`config.mk`:
```
export PLATFORM = sky130hd
export DESIGN_NAME = fw_ip2_test5
export DESIGN_NICKNAME = d
export VERILOG_FILES = /design/src/rtl/fw_ip2_test5.sv
export SDC_FILE = /design/constraint.sdc
export NUM_CORES = 1
export LEC_CHECK = 0
export CAP_MARGIN = 5
export CORE_UTILIZATION = 42
export CTS_CLUSTER_SIZE = 40
export DETAILED_ROUTE_END_ITERATION = 7
export GPL_ROUTABILITY_DRIVEN = 0
export PLACE_DENSITY = 0.57
export SYNTH_ARGS = -nofsm -noshare
export SYNTH_HDL_FRONTEND = slang
export SYNTH_SLANG_ARGS = --single-unit
```
`constraint.sdc`:
```
create_clock -name fw_pl_clk1 -period 3.5 [get_ports fw_pl_clk1]
set_input_delay 0.875 -clock fw_pl_clk1 [delete_from_list [all_inputs] [get_ports fw_pl_clk1]]
set_output_delay 0.875 -clock fw_pl_clk1 [all_outputs]
set_load 0.1 [all_outputs]
```
`src/rtl/fw_ip2_test5.sv`:
```
// IP2 test-5 sequencer: repeatedly loads and shifts the ASIC scan chain and bins one pixel word per iteration.
// Optional feature macro FW_IP2_T5_SATURATE_EN: histogram bins saturate instead of wrapping.
module fw_ip2_test5 #(
    parameter int SCAN_BITS      = 768,
    parameter int BITS_PER_PIXEL = 3,
    parameter int REPEAT_W       = 10,
    parameter int CNT_W          = 16
) (
    input  logic                      fw_pl_clk1,
    input  logic                      fw_rst_n,
    input  logic                      start,
    input  logic                      status_clear,
    input  logic [7:0]                select_pixel,
    input  logic [REPEAT_W-1:0]       repeat_pixel,
    input  logic [5:0]                test_delay,
    input  logic [5:0]                scan_load_delay,
    input  logic                      scan_load_delay_disable,
    input  logic                      bxclk_rise,
    input  logic                      scan_out_asic,
    output logic                      scan_load,
    output logic                      busy,
    output logic                      done,
    output logic [REPEAT_W:0]         iter_cnt,
    output logic [BITS_PER_PIXEL-1:0] last_value,
    input  logic [BITS_PER_PIXEL-1:0] hist_rd_addr,
    output logic [CNT_W-1:0]          hist_rd_data
);
    localparam int NBINS   = 2 ** BITS_PER_PIXEL;
    localparam int SHIFT_W = $clog2(SCAN_BITS);
    localparam int K_W     = $clog2(BITS_PER_PIXEL);
    localparam logic [REPEAT_W:0]    ONE_IT   = (REPEAT_W+1)'(1);
    localparam logic [CNT_W-1:0]     ONE_CNT  = CNT_W'(1);
    localparam logic [SHIFT_W-1:0]   LAST_IDX = SHIFT_W'(SCAN_BITS - 1);
    localparam logic [K_W-1:0]       LAST_K   = K_W'(BITS_PER_PIXEL - 1);

    typedef enum logic [2:0] {
        ST_IDLE            = 3'd0,
        ST_DELAY_TEST      = 3'd1,
        ST_SCANLOAD_HIGH_1 = 3'd2,
        ST_SCANLOAD_HIGH_2 = 3'd3,
        ST_DELAY_SCANLOAD  = 3'd4,
        ST_SHIFT           = 3'd5,
        ST_ACCUM           = 3'd6,
        ST_DONE            = 3'd7
    } state_e;

    state_e                    state_q;
    logic                      scan_load_q;
    logic                      busy_q;
    logic                      done_q;
    logic [REPEAT_W:0]         iter_cnt_q;
    logic [BITS_PER_PIXEL-1:0] last_value_q;
    logic [CNT_W-1:0]          hist_q [NBINS];
    logic [CNT_W-1:0]          hist_rd_data_q;
    logic [5:0]                dly_cnt_q;
    logic [SHIFT_W-1:0]        shift_idx_q;
    logic [7:0]                pix_q;
    logic [K_W-1:0]            bit_k_q;
    logic [BITS_PER_PIXEL-1:0] word_q;
    logic [7:0]                cfg_sel_q;
    logic [REPEAT_W-1:0]       cfg_repeat_q;
    logic [5:0]                cfg_test_delay_q;
    logic [5:0]                cfg_sld_q;
    logic                      cfg_sld_dis_q;

    logic [CNT_W-1:0]          bin_cur_s;
    logic [CNT_W-1:0]          bin_inc_d;
    logic [REPEAT_W:0]         iter_cnt_d;
    logic [REPEAT_W:0]         iter_target_s;
    logic                      start_ok_s;

    // Bin increment, iteration count and completion target for the ACCUM step
    always_comb begin
        bin_cur_s = hist_q[word_q];
`ifdef FW_IP2_T5_SATURATE_EN
        if (bin_cur_s == {CNT_W{1'b1}}) begin
            bin_inc_d = bin_cur_s;
        end else begin
            bin_inc_d = bin_cur_s + ONE_CNT;
        end
`else
        bin_inc_d = bin_cur_s + ONE_CNT;
`endif
        iter_cnt_d    = iter_cnt_q + ONE_IT;
        iter_target_s = {1'b0, cfg_repeat_q} + ONE_IT;
        start_ok_s    = start && ((state_q == ST_IDLE) || (state_q == ST_DONE));
    end

    // Sequencer FSM with registered outputs; timed steps advance only on bxclk_rise
    always_ff @(posedge fw_pl_clk1) begin
        if (!fw_rst_n) begin
            state_q          <= ST_IDLE;
            scan_load_q      <= 1'b1;
            busy_q           <= 1'b0;
            done_q           <= 1'b0;
            iter_cnt_q       <= '0;
            last_value_q     <= '0;
            dly_cnt_q        <= 6'd0;
            shift_idx_q      <= '0;
            pix_q            <= 8'd0;
            bit_k_q          <= '0;
            word_q           <= '0;
            cfg_sel_q        <= 8'd0;
            cfg_repeat_q     <= '0;
            cfg_test_delay_q <= 6'd0;
            cfg_sld_q        <= 6'd0;
            cfg_sld_dis_q    <= 1'b0;
            for (int b = 0; b < NBINS; b++) hist_q[b] <= '0;
        end else if (start_ok_s) begin
            // start beats a simultaneous status_clear
            cfg_sel_q        <= select_pixel;
            cfg_repeat_q     <= repeat_pixel;
            cfg_test_delay_q <= test_delay;
            cfg_sld_q        <= scan_load_delay;
            cfg_sld_dis_q    <= scan_load_delay_disable;
            for (int b = 0; b < NBINS; b++) hist_q[b] <= '0;
            iter_cnt_q       <= '0;
            done_q           <= 1'b0;
            busy_q           <= 1'b1;
            scan_load_q      <= 1'b1;
            dly_cnt_q        <= 6'd0;
            state_q          <= ST_DELAY_TEST;
        end else begin
            if (status_clear) begin
                done_q <= 1'b0;
            end
            case (state_q)
                ST_IDLE: begin
                    scan_load_q <= 1'b1;
                end
                ST_DELAY_TEST: begin
                    if (bxclk_rise) begin
                        if (dly_cnt_q + 6'd1 >= cfg_test_delay_q) begin
                            dly_cnt_q <= 6'd0;
                            state_q   <= ST_SCANLOAD_HIGH_1;
                        end else begin
                            dly_cnt_q <= dly_cnt_q + 6'd1;
                        end
                    end
                end
                ST_SCANLOAD_HIGH_1: begin
                    if (bxclk_rise) state_q <= ST_SCANLOAD_HIGH_2;
                end
                ST_SCANLOAD_HIGH_2: begin
                    if (bxclk_rise) begin
                        scan_load_q <= 1'b0;
                        dly_cnt_q   <= 6'd0;
                        shift_idx_q <= '0;
                        pix_q       <= 8'd0;
                        bit_k_q     <= '0;
                        if (cfg_sld_dis_q || (cfg_sld_q == 6'd0)) begin
                            state_q <= ST_SHIFT;
                        end else begin
                            state_q <= ST_DELAY_SCANLOAD;
                        end
                    end
                end
                ST_DELAY_SCANLOAD: begin
                    if (bxclk_rise) begin
                        if (dly_cnt_q + 6'd1 >= cfg_sld_q) begin
                            state_q <= ST_SHIFT;
                        end else begin
                            dly_cnt_q <= dly_cnt_q + 6'd1;
                        end
                    end
                end
                ST_SHIFT: begin
                    if (bxclk_rise) begin
                        if (pix_q == cfg_sel_q) word_q[bit_k_q] <= scan_out_asic;
                        if (shift_idx_q == LAST_IDX) begin
                            state_q <= ST_ACCUM;
                        end else begin
                            shift_idx_q <= shift_idx_q + SHIFT_W'(1);
                            if (bit_k_q == LAST_K) begin
                                bit_k_q <= '0;
                                pix_q   <= pix_q + 8'd1;
                            end else begin
                                bit_k_q <= bit_k_q + K_W'(1);
                            end
                        end
                    end
                end
                ST_ACCUM: begin
                    last_value_q   <= word_q;
                    hist_q[word_q] <= bin_inc_d;
                    iter_cnt_q     <= iter_cnt_d;
                    scan_load_q    <= 1'b1;
                    if (iter_cnt_d == iter_target_s) begin
                        busy_q  <= 1'b0;
                        done_q  <= ~status_clear;
                        state_q <= ST_DONE;
                    end else begin
                        state_q <= ST_SCANLOAD_HIGH_1;
                    end
                end
                ST_DONE: begin
                    scan_load_q <= 1'b1;
                    if (status_clear) state_q <= ST_IDLE;
                end
                default: begin
                    state_q     <= ST_IDLE;
                    busy_q      <= 1'b0;
                    scan_load_q <= 1'b1;
                end
            endcase
        end
    end

    // Registered histogram read port; during ACCUM it returns the pre-increment value
    always_ff @(posedge fw_pl_clk1) begin
        if (!fw_rst_n) begin
            hist_rd_data_q <= '0;
        end else begin
            hist_rd_data_q <= hist_q[hist_rd_addr];
        end
    end

    assign scan_load    = scan_load_q;
    assign busy         = busy_q;
    assign done         = done_q;
    assign iter_cnt     = iter_cnt_q;
    assign last_value   = last_value_q;
    assign hist_rd_data = hist_rd_data_q;
endmodule
```
Yosys cells after proc, flatten, opt, wreduce, memory -nomap -nowiden
Memory sizes are Yosys's and may differ from the RTL's. A register that Yosys moved wholly into a read port is not among the register bits.
Cells that the tools add are included.
Widths: inputs -> output; s select.
{"block": "totals", "inputBits": 40, "mem_count": 1, "mem_bits_rw": 128, "output_inout_bits": 33, "ff_bits": 80}
{"name": "hist_q", "depth": 8, "width": 16, "read_ports": 2, "rd_ports_with_merged_regs": 2, "wr": 8, "line": "53", "source": "logic [CNT_W-1:0] hist_q [NBINS];"}
{"block": "classes", "add_sub_neg": 7, "n_lt_le_gt_ge": 4, "n_mux": 65, "n_eq_ne": 32, "n_reduce_logical": 26, "n_bitwise": 11}
{"cell": "$mux 16", "count": 9}
{"cell": "$mux 3", "count": 13}
{"cell": "$mux 8", "count": 4}
{"cell": "$mux 10", "count": 3}
{"cell": "$mux 6", "count": 5}
{"cell": "$ne 3x3->1 const B", "count": 9}
{"cell": "$ne 2x2->1 const B", "count": 12}
{"cell": "$pmux 3 s7", "count": 1}
{"cell": "$pmux 10 s2", "count": 1}
{"cell": "$reduce_and 10->1", "count": 2}
{"cell": "$mux 1", "count": 19}
{"cell": "$pmux 6 s3", "count": 1}
{"cell": "$add 16x1->16 const B", "count": 1}
{"cell": "$pmux 8 s2", "count": 1}
{"cell": "$reduce_or 16->1", "count": 1}
{"cell": "$eq 3x3->1 const B", "count": 4}
{"cell": "$ge 6x6->1", "count": 2}
{"cell": "$add 10x1->11 const B", "count": 1}
{"cell": "$add 11x1->11 const B", "count": 1}
{"cell": "$eq 11x11->1", "count": 1}
{"cell": "$add 10x1->10 const B", "count": 1}
{"cell": "$eq 10x10->1 const B", "count": 1}
{"cell": "$reduce_and 5->1", "count": 2}
{"cell": "$add 8x1->8 const B", "count": 1}
{"cell": "29 further kinds", "count": 49}

Longest topological paths before layout
{"block": "depth", "depth_word": 8, "depth_mapped": 11, "depth_no_buf": 11}

Least setup slack after synthesis
No wires, ideal clock.
{"block": "synth_path", "path_kind": "flip-flop to flip-flop", "from": "reg iter_cnt_q[0], in the netlist iter_cnt[0]", "to": "reg busy_q, in the netlist busy", "path_buffers": 0, "setup_ns": 0.139, "setup_slack_ns": 0.442, "required_ns": 3.361, "arrival_ns": 2.919, "period_less_slack_ns": 3.058, "path_stages_with_launch": 9, "path_cell_list": "dfxtp_1 > ha_1 > nand3_2 > nor3_1 > xnor3_1 > or3b_1 > nor4b_2 > nand2b_1 > a21boi_0"}
{"block": "synth_via", "elab_chain_len": 4}
{"element": "start, declared", "line": "51", "source": "logic [REPEAT_W:0] iter_cnt_q;"}
{"element": "start signal, assigned", "line": "186", "source": "iter_cnt_q <= iter_cnt_d;"}
{"element": "$add 11x1->11", "line": "84", "source": "iter_cnt_d = iter_cnt_q + ONE_IT;"}
{"element": "$eq 11x11->1", "line": "188", "source": "if (iter_cnt_d == iter_target_s) begin"}
{"element": "$reduce_bool 2->1 (no source line)"}
{"element": "$reduce_and 2->1 (no source line)"}
{"element": "end signal, assigned", "line": "94", "source": "busy_q <= 1'b0;"}
{"element": "end signal, assigned", "line": "189", "source": "busy_q <= 1'b0;"}
{"element": "end signal, assigned", "line": "202", "source": "busy_q <= 1'b0;"}
{"element": "end, declared", "line": "49", "source": "logic busy_q;"}
Every way passes these cells.
A chain may end at the register's enable or synchronous reset.

Final worst setup path
{"block": "layout_path", "from": "reg dly_cnt_q[0]", "to": "reg dly_cnt_q[3]"}
{"block": "layout_via", "elab_chain_len": 5, "elab_cells_between_ends": 10, "cone_classes": "add/sub (1); order compare (2); eq/ne (1); mux (5); reduce/logical (1)"}
{"element": "start, declared", "line": "55", "source": "logic [5:0] dly_cnt_q;"}
{"element": "start signal, assigned", "line": "137", "source": "dly_cnt_q <= dly_cnt_q + 6'd1;"}
{"element": "start signal, assigned", "line": "163", "source": "dly_cnt_q <= dly_cnt_q + 6'd1;"}
{"element": "$add 6x1->6 (*)"}
{"element": "$ge 6x6->1", "line": "133", "source": "if (dly_cnt_q + 6'd1 >= cfg_test_delay_q) begin"}
{"element": "$mux 6", "line": "133"}
{"element": "$mux 6", "line": "132", "source": "if (bxclk_rise) begin"}
{"element": "$pmux 6 s3", "line": "127", "source": "case (state_q)"}
Mark *: on every way between the ends. The rest lies on a longest branch, timed or not. The select of a mux whose other input is x is not followed.

==> impl_metrics.tcl <==
set metrics [dict create \
    cp-startpoint "dly_cnt_q[0]" \
    synth-seq-cells 227 \
    r2r_slack_ns 0.65 \
    syn_inst 1014 \
    min_period_ns 2.85 \
    multi_input_area_mm2 0.00543 \
    ys_types 66 \
    drt-wirelength-per-cell_um 19.4 \
    required_ns 3.93 \
    drv_cap 0 \
    vias_per_cell 5.40 \
    grt_use_total_pct 20.9 \
    diodes 0 \
    setup.worst_path.class "reg -> reg" \
    max_freq_ghz 0.350 \
    hp-class "reg -> reg" \
    r2r_start "dly_cnt_q[0]" \
    fp.dieH_um 169 \
    cts_tree "built" \
    postSynthAreaPerCell_um2 11.5 \
    layout.nets 1155 \
    initial_core_util_pct 43.0 \
    ant_nets 0 \
    stdcell_area_mm2 0.0136 \
    layout_common_cells "176 x nor2_1, 128 x edfxtp_1, 122 x nand2_1" \
    wl_um 28800 \
    clock-sinks 227 \
    clockBufferDepth 3 \
    slew_headroom_pct 42.8 \
    setup_tns_ns 0 \
    pin_count 73 \
    drv_slew 0 \
    synth_area_mm2 0.0117 \
    numCtsBuffers 25 \
    whs_path_depth 2 \
    vdd_drop_max_v 0.000433 \
    fp-row-count 60 \
    io_buffers 72 \
    min_period_over_period_pct 81.6 \
    seq_area_mm2 0.00583 \
    core_area_mm2 0.0271 \
    stdcell_count 1488 \
    drive_gt1_share_pct 16.2 \
    grt_max_degree 57 \
    synthArstFlopShare_pct 0 \
    arrival_ns 3.29 \
    grt_pass1_vias 8022 \
    netlist.area_leader.share_pct 33.0 \
    rsz0062_at_grt "false" \
    yosys_most_used_dff "edfxtp_1" \
    crit_end "dly_cnt_q[3]" \
    drt_iter0_drc 621 \
    final_common_cell "nor2_1" \
    reg2reg_depth 11 \
    finClkSkew_ns 0.0224 \
    postCtsSetupBuffers 0 \
    status "complete, no violations" \
    ctsHoldBuffers 0 \
    critical_path.endpoint_type "flip-flop" \
    die_area_mm2 0.0284 \
    fillers 2444 \
    synth-seq-area-share_pct 50.0 \
    setup_violations 0 \
    cts-resized-gates 0 \
    timing.rr.end "dly_cnt_q[3]" \
    crit_fanout 6 \
    critPathLaunchType "flip-flop" \
    synth_area_leaders "edfxtp_1 33%, dfxtp_1 17%, mux4_2 7.7%, nor2_1 5.7%, mux4_1 5.4%" \
    synth_warnings 0 \
    clock_latency_ns 0.54 \
    via_count 8028 \
    synth_area_leader_cell "edfxtp_1" \
    die_w_um 169 \
    synth_edf_count 128 \
    p_per_area_mw_per_mm2 553 \
    drc_errors 0 \
    area_growth_pct 16.6 \
    htree_levels 1 \
    place_hpwl_um 19000 \
    placedCellCount 1441 \
    synth_nets 1072 \
    finalHoldViolCount 0 \
    dpl_cell_area_mm2 0.0128 \
    path_clk_slew_ns 0.06 \
    antenna_found_initial 0 \
    clockRootBuffer "clkbuf_16" \
    worst_slew_pin_slew_ns 0.852 \
    grt_first_pass_wirelength_um 45800 \
    p_leak_nw 5.07 \
    grt_remaining_overflow 0 \
    drt_pass1_iterations 5 \
]
[logic make-up after synthesis]
family	count (synthesis)	share of synthesized area, %
buf+inv	76	3.47
fa+ha+maj	18	1.93
xor+xnor	70	5.68
compound gates	99	5.90
mux	104	16.7
simple gates	420	16.4
flops	227	50.0
[synth_stat cells, drive strengths merged (3+ instances only)]
master and number:
mux4 64, nor3 13, a21oi 19, mux2 9
a21o 3, or3 3, nand2 124, or2 3
and4 6, xnor2 31, ha 18, clkbuf 35
and3 9, a31oi 3, buf 23, edfxtp 128
a22oi 4, o21ai 16, a21boi 36, nor2 176
inv 17, xnor3 3, mux2i 31, nand3 22
nor2b 22, a311oi 3, xor2 36, dfxtp 99
nor4 6, nor3b 4, nand2b 8, nand4 14
[per-layer routing]
layer | vias to the layer above | global-route usage, % | routed length (um)
met5 | - | 0 | 0
met4 | 0 | 4.62 | 515
met3 | 33 | 3.20 | 1430
met2 | 242 | 35.5 | 14000
met1 | 3918 | 28.1 | 12900
li1 | 3835 | - | -
[flip-flops by register name (all words and copies together) (netlist names), 2 cells and up, named ones only]
name	cells
cfg_repeat_q	10
state_q	3
cfg_sel_q	8
hist_q	128
hist_rd_data	16
shift_idx_q	10
last_value	3
word_q	3
cfg_sld_q	6
iter_cnt	11
pix_q	8
bit_k_q	2
dly_cnt_q	6
cfg_test_delay_q	6
[worst max-delay path, stage by stage, from the launching register on]
cell and delay [ns]:
dfxtp_1 0.45, ha_1 0.26, nand3_1 0.11, xnor2_1 0.33, ha_1 0.31, a21o_1 0.18, a21oi_1 0.18, o211ai_1 0.20
nor2_1 0.13, o21a_1 0.27, a21oi_1 0.11, a311oi_1 0.23
[power by group]
group	switching, W	leakage (nW)	internal (W)
Combinational	0.000920	2.47	0.000561
Clock	0.00106	0.403	0.00158
Sequential	0.000207	2.20	0.00319
[stage by stage]
step	setup WS, ns	hold slack (ns)	total power [W]	util, %
after floorplan	0.442	0.443	0.00442	-
after global placement	0.502	0.456	0.00494	47.1
after detailed placement	0.427	0.461	0.00494	47.1
after CTS	0.652	0.469	0.00761	50.1
after global routing	0.276	0.483	0.00786	50.2
final	0.645	0.465	0.00752	50.2
[layout make-up]
type,count,area share (%)
clock inverters,12,1.03
inverters,17,0.469
flip-flops and latches,227,42.9
clock buffers,34,5.00
multi-input cells,711,40.0
well taps,372,3.42
repair buffers,115,7.25
[worst min path at each step]
stage	from	end	slack, ns
detailed placement	cfg_test_delay_q[3]	cfg_test_delay_q[3]	0.46
CTS	cfg_test_delay_q[3]	cfg_test_delay_q[3]	0.47
global route	cfg_test_delay_q[5]	cfg_test_delay_q[5]	0.48
floorplan	cfg_sld_dis_q	cfg_sld_dis_q	0.44
global placement	cfg_test_delay_q[4]	cfg_test_delay_q[4]	0.46
finish	cfg_test_delay_q[5]	cfg_test_delay_q[5]	0.46
Power figures use the tool's default switching activity.
